==> config.mk <==
export PLATFORM = sky130hd
export DESIGN_NAME = demux1to4_tdm
export DESIGN_NICKNAME = d
export VERILOG_FILES = /design/src/rtl/demux_pkg.sv /design/src/rtl/demux_slot_ctr.sv /design/src/rtl/demux1to4_tdm.sv
export SDC_FILE = /design/constraint.sdc
export NUM_CORES = 1
export LEC_CHECK = 0
export ABC_AREA = 1
export BUFFER_PORTS_ARGS = -buffer_cell sky130_fd_sc_hd__buf_4
export CORE_ASPECT_RATIO = 1.2
export CORE_UTILIZATION = 42
export CTS_BUF_LIST = sky130_fd_sc_hd__clkbuf_8
export DETAILED_ROUTE_END_ITERATION = 16
export GPL_ROUTABILITY_DRIVEN = 0
export PLACE_DENSITY_LB_ADDON = 0.25
export SKIP_LAST_GASP = 1
export SLEW_MARGIN = 5
export SYNTH_ARGS = -nofsm -noshare
export SYNTH_HDL_FRONTEND = slang
export SYNTH_SLANG_ARGS = --single-unit
export TNS_END_PERCENT = 1
==> constraint.sdc <==
create_clock -name clk -period 3 [get_ports clk]
set_clock_uncertainty 0.05 [all_clocks]
set_input_delay 0.3 -clock clk [delete_from_list [all_inputs] [get_ports clk]]
set_output_delay 0.3 -clock clk [all_outputs]
set_load 0.01 [all_outputs]
==> src/rtl/demux_pkg.sv <==
// demux_pkg: slot width, slot constants and lock-state encoding shared by the TDM demux
package demux_pkg;
    localparam int SLOT_W = 2;
    typedef logic [SLOT_W-1:0] slot_t;
    localparam slot_t SLOT0 = 2'b00;
    localparam slot_t SLOT1 = 2'b01;
    localparam slot_t SLOT2 = 2'b10;
    localparam slot_t SLOT3 = 2'b11;
    localparam logic [0:0] ST_UNLOCKED = 1'b0;
    localparam logic [0:0] ST_LOCKED   = 1'b1;
endpackage

==> src/rtl/demux_slot_ctr.sv <==
// demux_slot_ctr: slot counter, lock state and sync_err for the TDM demux
//   in : clk, rst_n, din_valid, sync
//   out: slot (next slot to fill), locked, sync_err (registered pulse),
//        wr_en/wr_idx (beat accepted and its slot), frame_done (slot-3 beat closes a frame)
module demux_slot_ctr
    import demux_pkg::*;
(
    input  logic  clk,
    input  logic  rst_n,
    input  logic  din_valid,
    input  logic  sync,
    output slot_t slot,
    output logic  locked,
    output logic  sync_err,
    output logic  wr_en,
    output slot_t wr_idx,
    output logic  frame_done
);
    logic [0:0] state_q, state_d;
    slot_t      slot_q, slot_d;
    logic       sync_err_q, sync_err_d;
    logic       sync_beat;

    always_comb begin
        sync_beat  = din_valid && sync;
        wr_en      = din_valid && (state_q == ST_LOCKED || sync);
        wr_idx     = sync ? SLOT0 : slot_q;
        // a sync beat is always slot 0, so it can never close a frame
        frame_done = wr_en && !sync && slot_q == SLOT3;
        state_d    = sync_beat ? ST_LOCKED : state_q;
        slot_d     = !wr_en ? slot_q : sync ? SLOT1 : slot_q + SLOT1;
        sync_err_d = sync_beat && state_q == ST_LOCKED && slot_q != SLOT0;
    end

    always_ff @(posedge clk or negedge rst_n) begin
        if (!rst_n) begin
            state_q    <= ST_UNLOCKED;
            slot_q     <= SLOT0;
            sync_err_q <= 1'b0;
        end else begin
            state_q    <= state_d;
            slot_q     <= slot_d;
            sync_err_q <= sync_err_d;
        end
    end

    assign slot     = slot_q;
    assign locked   = state_q == ST_LOCKED;
    assign sync_err = sync_err_q;
endmodule

==> src/rtl/demux1to4_tdm.sv <==
// demux1to4_tdm: rebuilds four parallel channels from a 4-way slot-interleaved word stream
//   in : clk, rst_n, din[N], din_valid, sync (marks slot 0)
//   out: Q3..Q0 (last complete frame), frame_valid (pulse), slot, locked, sync_err
module demux1to4_tdm
    import demux_pkg::*;
#(
    parameter int N = 8
) (
    input  logic         clk,
    input  logic         rst_n,
    input  logic [N-1:0] din,
    input  logic         din_valid,
    input  logic         sync,
    output logic [N-1:0] Q3,
    output logic [N-1:0] Q2,
    output logic [N-1:0] Q1,
    output logic [N-1:0] Q0,
    output logic         frame_valid,
    output logic [1:0]   slot,
    output logic         locked,
    output logic         sync_err
);
    logic         wr_en, frame_done;
    slot_t        wr_idx;
    logic [N-1:0] shadow_q [0:2];
    logic [N-1:0] shadow_d [0:2];
    logic [N-1:0] q_q [0:3];
    logic [N-1:0] q_d [0:3];
    logic         frame_valid_q, frame_valid_d;

    demux_slot_ctr u_ctr (
        .clk        (clk),
        .rst_n      (rst_n),
        .din_valid  (din_valid),
        .sync       (sync),
        .slot       (slot),
        .locked     (locked),
        .sync_err   (sync_err),
        .wr_en      (wr_en),
        .wr_idx     (wr_idx),
        .frame_done (frame_done)
    );

    // slot 3 bypasses the shadows and lands directly in Q3 with the rest of the frame
    always_comb begin
        shadow_d      = shadow_q;
        q_d           = q_q;
        frame_valid_d = frame_done;
        for (int i = 0; i < 3; i++)
            if (wr_en && wr_idx == SLOT_W'(i)) shadow_d[i] = din;
        if (frame_done) begin
            for (int i = 0; i < 3; i++) q_d[i] = shadow_q[i];
            q_d[3] = din;
        end
    end

    always_ff @(posedge clk or negedge rst_n) begin
        if (!rst_n) begin
            for (int i = 0; i < 3; i++) shadow_q[i] <= '0;
            for (int i = 0; i < 4; i++) q_q[i] <= '0;
            frame_valid_q <= 1'b0;
        end else begin
            shadow_q      <= shadow_d;
            q_q           <= q_d;
            frame_valid_q <= frame_valid_d;
        end
    end

    assign Q0          = q_q[0];
    assign Q1          = q_q[1];
    assign Q2          = q_q[2];
    assign Q3          = q_q[3];
    assign frame_valid = frame_valid_q;
endmodule

Word-level counts from Yosys, hierarchy flattened. Cells that the tools add are included.

Logic and storage cells: 30. Output and inout port bits: 37. Input bits: 12. Register bits: 61.

Reductions and logical operators: 13. Mux-type cells: 2. Add/sub/neg operators: 1. Equality and inequality tests: 3.

Operator list (number): $logic_and 1x1->1 (9); $eq 2x2->1 const B (2); $mux 2 (2); $add 2x1->2 const B (1); $eq 2x1->1 const B (1); $logic_not 2->1 (1); $reduce_bool 2->1 (1); $logic_not 1->1 (1); $logic_or 1x1->1 (1).

Depth between registers and ports, before layout.
Word-level depth: 4. Gate-level depth with buffers: 6. Depth with buffers taken out: 6.

Modules after synthesis. Synthesis repeated with hierarchy kept, for this count alone.

Cell total of the unflattened synthesis: 269. Area, all modules: 2518.7 µm².

By module, submodules not included: demux1to4_tdm (times used 1, area each 2308.5 µm², cells each 243, sequential area each 1426.4 µm²); demux_slot_ctr (times used 1, area each 210.2 µm², cells each 26, sequential area each 100.1 µm²).

Worst setup path before layout. No wires, ideal clock.

Path kind: reg-to-reg. Start: register u_ctr.slot_q[1], in the netlist u_ctr.slot[1]. End: register q_q, in the netlist Q0[6]. Setup slack: 1.614 ns. Stages on the path, launching flop included: 7. Period minus slack after synthesis: 1.386 ns. Required time: 2.833 ns. Arrival: 1.219 ns. Buffers on the path: 2. Path through: dfrtp_1 > ha_1 > clkbuf_1 > nand2_1 > buf_2 > nand2_1 > nand2_1.

Cells in the longest elaborated chain, start to end: 2.

RTL lines: from (decl) (RTL line demux_slot_ctr.sv:20) `slot_t slot_q, slot_d;`; from (signal assigned) (RTL line demux_slot_ctr.sv:42) `slot_q <= slot_d;`; $eq 2x2->1 (RTL line demux_slot_ctr.sv:29) `frame_done = wr_en && !sync && slot_q == SLOT3;`; $logic_and 1x1->1 (RTL line demux_slot_ctr.sv:29); to (signal assigned) (RTL line demux1to4_tdm.sv:64) `q_q <= q_d;`; to (decl) (RTL line demux1to4_tdm.sv:27) `logic [N-1:0] q_q [0:3];`.

Every way passes these cells. A chain may end at the register's enable or synchronous reset.

Worst setup path after layout.
Start: register u_ctr.state_q, in the netlist u_ctr.locked. End: register shadow_q[21] (netlist bit).

Cells in the longest elaborated chain, start to end: 3.

RTL lines: from (decl) (RTL line demux_slot_ctr.sv:19) `logic [0:0] state_q, state_d;`; from (signal assigned) (RTL line demux_slot_ctr.sv:41) `state_q <= state_d;`; $logic_or 1x1->1 (RTL line demux_slot_ctr.sv:26) `wr_en = din_valid && (state_q == ST_LOCKED || sync);`; $logic_and 1x1->1 (RTL line demux_slot_ctr.sv:26); $logic_and 1x1->1 (RTL line demux1to4_tdm.sv:50) `if (wr_en && wr_idx == SLOT_W'(i)) shadow_d[i] = din;`; to (signal assigned) (RTL line demux1to4_tdm.sv:63) `shadow_q <= shadow_d;`; to (decl) (RTL line demux1to4_tdm.sv:25) `logic [N-1:0] shadow_q [0:2];`.

Every way passes these cells.

==> metrics.log <==
[metrics] share of power burned in registers: 48.9%
[metrics] number of standard-cell rows in the floorplan: 30
[metrics] area used by sequential logic in the layout: 0.00153 sq mm
[metrics] post-CTS repair timing setup buffer count: 0
[metrics] pre-CTS setup slack: 1.14 ns
[metrics] routed length per instance: 13.2 microns
[metrics] half-perimeter wire length after placement: 3360 microns
[metrics] Synth-to-Final Area Change: 22.4%
[metrics] GRT Total Usage: 18.5%
[metrics] aggregate negative setup slack: 0 ns
[metrics] buffer levels on the longest clock path: 2
[metrics] Routed Antenna Nets: 0
[metrics] top cells by area in the synthesized netlist: dfrtp_1, nand2_1, nand3_1, nand4_1, buf_2
[metrics] portion of synthesized cell area occupied by the leading cell type: 62.4%
[metrics] Syn Nets: 282
[metrics] worst endpoint data arrival time: 1.98 ns
[metrics] via count: 1927
[metrics] mapped cell area: 0.00244 sq mm
[metrics] layout cell share with drive strength beyond 1: 21.6%
[metrics] startpoint types: flop
[metrics] DIE AREA: 0.00613 sq mm
[metrics] final wirelength: 5070 microns
[metrics] Max Cap Viol: 0
[metrics] source-to-sink clock delay at the later pin of the worst-skew pair: 0.33 ns
[metrics] Peak VDD IR: 0.364 mV
[metrics] power per standard cell area: 880 mW/mm^2
[metrics] cell taking the most area after synthesis: dfrtp_1
[metrics] cell count after synthesis: 268
[metrics] syn avg cell area: 9.12 sq um
[metrics] initial DRC count: 66
[metrics] Setup violations, final: 0
[metrics] Worst Path Required: 3.17 ns
[metrics] number of standard cells in the layout, taps in and fillers out: 384
[metrics] Comb pwr share: 28.8%
[metrics] Max-Slew Margin vs Limit: 43.8%
[metrics] wire length of the first global-routing pass: 8550 microns
[metrics] worst reg2reg setup slack: 1.18 ns
[metrics] worst setup path class: flop to flop
[metrics] violations in the final reports: hold timing
[metrics] number of distinct library cell variants in the gate-level netlist after synthesis: 16
[metrics] Period Utilization, post-route: 60.5%
[metrics] Final Hold Fails: 22
[metrics] y dimension of the die: 85.6 microns
[metrics] Yosys warning total: 0
[metrics] type of the worst min-delay path: input pin to asynchronous set/reset pin
[metrics] largest net degree at the start of global routing: 62
[metrics] Critical Path Sink Type: flop
[metrics] clock buffers created by TritonCTS: 9
[metrics] final number of max-transition violations: 0
[metrics] iteration count of the initial detailed-routing pass: 6
[metrics] switching share of power: 31.7%
[metrics] number of H-tree branching levels: 3
[metrics] Internal Power: 1.80 mW
[metrics] result of the run: finished, violations left
[metrics] buffer cell driving the clock tree root: clkbuf_8
[metrics] die extent in x: 71.7 microns
[metrics] post-CTS clock slew at the launch and capture registers of the worst setup and hold paths: 0.06 ns
[metrics] placeable core region: 0.00563 sq mm
[metrics] Highest Clock Rate: 551 MHz
[metrics] Final nets: 330
[metrics] number of gates given a new drive strength after cts: 0
[metrics] largest fanout on the critical path: 30
[metrics] sum of overflow across all layers after global routing: 0
[metrics] instance count after placement with tap cells included: 369
[metrics] static leakage: 1.68 nW
[metrics] I/O pin count: 49
[metrics] worst slack on hold paths: -0.0189 ns
[metrics] register bit count reported by yosys: 61
[metrics] area used by multi-input combinational logic: 826 sq um
[metrics] CTS Sinks: 61
[metrics] clock period minus worst slack: 1.82 ns
[metrics] count of input and output buffers: 48
[metrics] final antenna diode count: 0
[metrics] NetSw: 835 uW
[metrics] clock tree from TritonCTS: yes
[metrics] starting density of the core: 43.4%
[metrics] number of hold buffers added after CTS: 0
[metrics] pin slew with the least headroom to its limit: 0.841 ns
[metrics] number of global-route vias before repair: 1826
[metrics] drt drc: 0
[metrics] RSZ-0062 raised after global routing: false
[metrics] worst-case setup margin in the final layout: 1.18 ns
[metrics] filler cell count: 560
[metrics] via density per instance: 5.02
[metrics] share of total power in the clock network: 22.3%
[metrics] initial antenna violation count: 0
[metrics] portion of the post-synthesis area used by sequential elements: 62.4%
-- final timing paths --
| check | from | endpoint | cells past startpoint |
|---|---|---|---|
| max reg2reg | u_ctr.locked | shadow_q[21] | 5 |
| max | u_ctr.locked | shadow_q[21] | 5 |
| min reg2reg | shadow_q[22] | shadow_q[22] | 2 |
| min | rst_n | Q0[3] | 1 |
| max in group asynchronous | rst_n | shadow_q[21] | 1 |
| min in group clk | din_valid | u_ctr.locked | 3 |
-- cell usage after synthesis --
library cell    n
nand2_1       122
dfrtp_1        61
nand3_1        48
buf_2           8
nand4_1         8
clkbuf_1        4
inv_1           4
nor2_2          3
ha_1            2
o21ai_0         2
buf_4           1
buf_6           1
inv_2           1
nand3_2         1
nor3_1          1
o21ai_2         1
-- stage by stage --
| stage | hold slack (ns) | power (mW) | util (%) | area (sq um) |
|---|---|---|---|---|
| 6_report | -0.0189 | 2.63 | 53.2 | 2990 |
| 5_1_grt | 0.0474 | 2.82 | 53.2 | 2990 |
| 4_1_cts | 0.00669 | 2.67 | 53.2 | 2990 |
| 3_5_place_dp | 0.368 | 2.07 | 50.3 | 2830 |
| 3_3_place_gp | 0.368 | 2.05 | 50.3 | 2830 |
| 2_1_floorplan | -0.0456 | 1.65 | - | 2440 |
-- critical path, stage by stage, from the launching register on --
cell     delay (ns)
dfrtp_1        0.36
nand2_1        0.09
nand2_1        0.63
nand2_1        0.36
nand2_1        0.15
nand2_1        0.05
-- power by group through the flow --
stage / clock network, mW / registers (mW) / logic, mW
after floorplan: 0 / 1.37 / 0.279
after global routing: 0.646 / 1.32 / 0.856
final: 0.588 / 1.29 / 0.758
after CTS: 0.611 / 1.29 / 0.772
after detailed placement: 0 / 1.30 / 0.772
after global placement: 0 / 1.30 / 0.756
-- sequential cells by signal (all words and copies together) (netlist names) --
| name | count |
|---|---|
| shadow_q | 24 |
| Q0 | 8 |
| Q1 | 8 |
| Q2 | 8 |
| Q3 | 8 |
| u_ctr.slot | 2 |
| frame_valid | 1 |
| u_ctr.locked | 1 |
| u_ctr.sync_err | 1 |
-- cells by family (layout without fill, tap and decap cells) --
group / Yosys count / count (layout) / share of synthesized area (%)
fa+ha+maj: 2 / 2 / 1.02
flops: 61 / 61 / 62.4
simple gates: 183 / 183 / 32.0
compound gates: 3 / 3 / 0.768
buf+inv: 19 / 71 / 3.79
-- cell usage in the layout, fill, tap and decap left out, drive strengths merged --
master	instances
buf	51
clkbuf	10
clkinv	2
dfrtp	61
ha	2
inv	8
nand2	122
nand3	49
nand4	8
nor2	3
nor3	1
o21ai	3
-- per-layer routing --
layer	global-route usage [%]	up-vias	wire [microns]
met4	8.56	0	94
met5	0	-	0
met2	29.2	43	2410
li1	-	965	-
met3	5.05	8	230
met1	23.7	911	2340
-- final cells by class --
cell class,count,share of cell area [%]
flip-flops and latches,61,51.0
multi-input cells,188,27.6
repair buffers,51,12.8
clock buffers,10,4.60
well taps,64,2.68
clock inverters,5,0.711
inverters,5,0.627
Note: power is estimated with default switching activity, not from simulation.
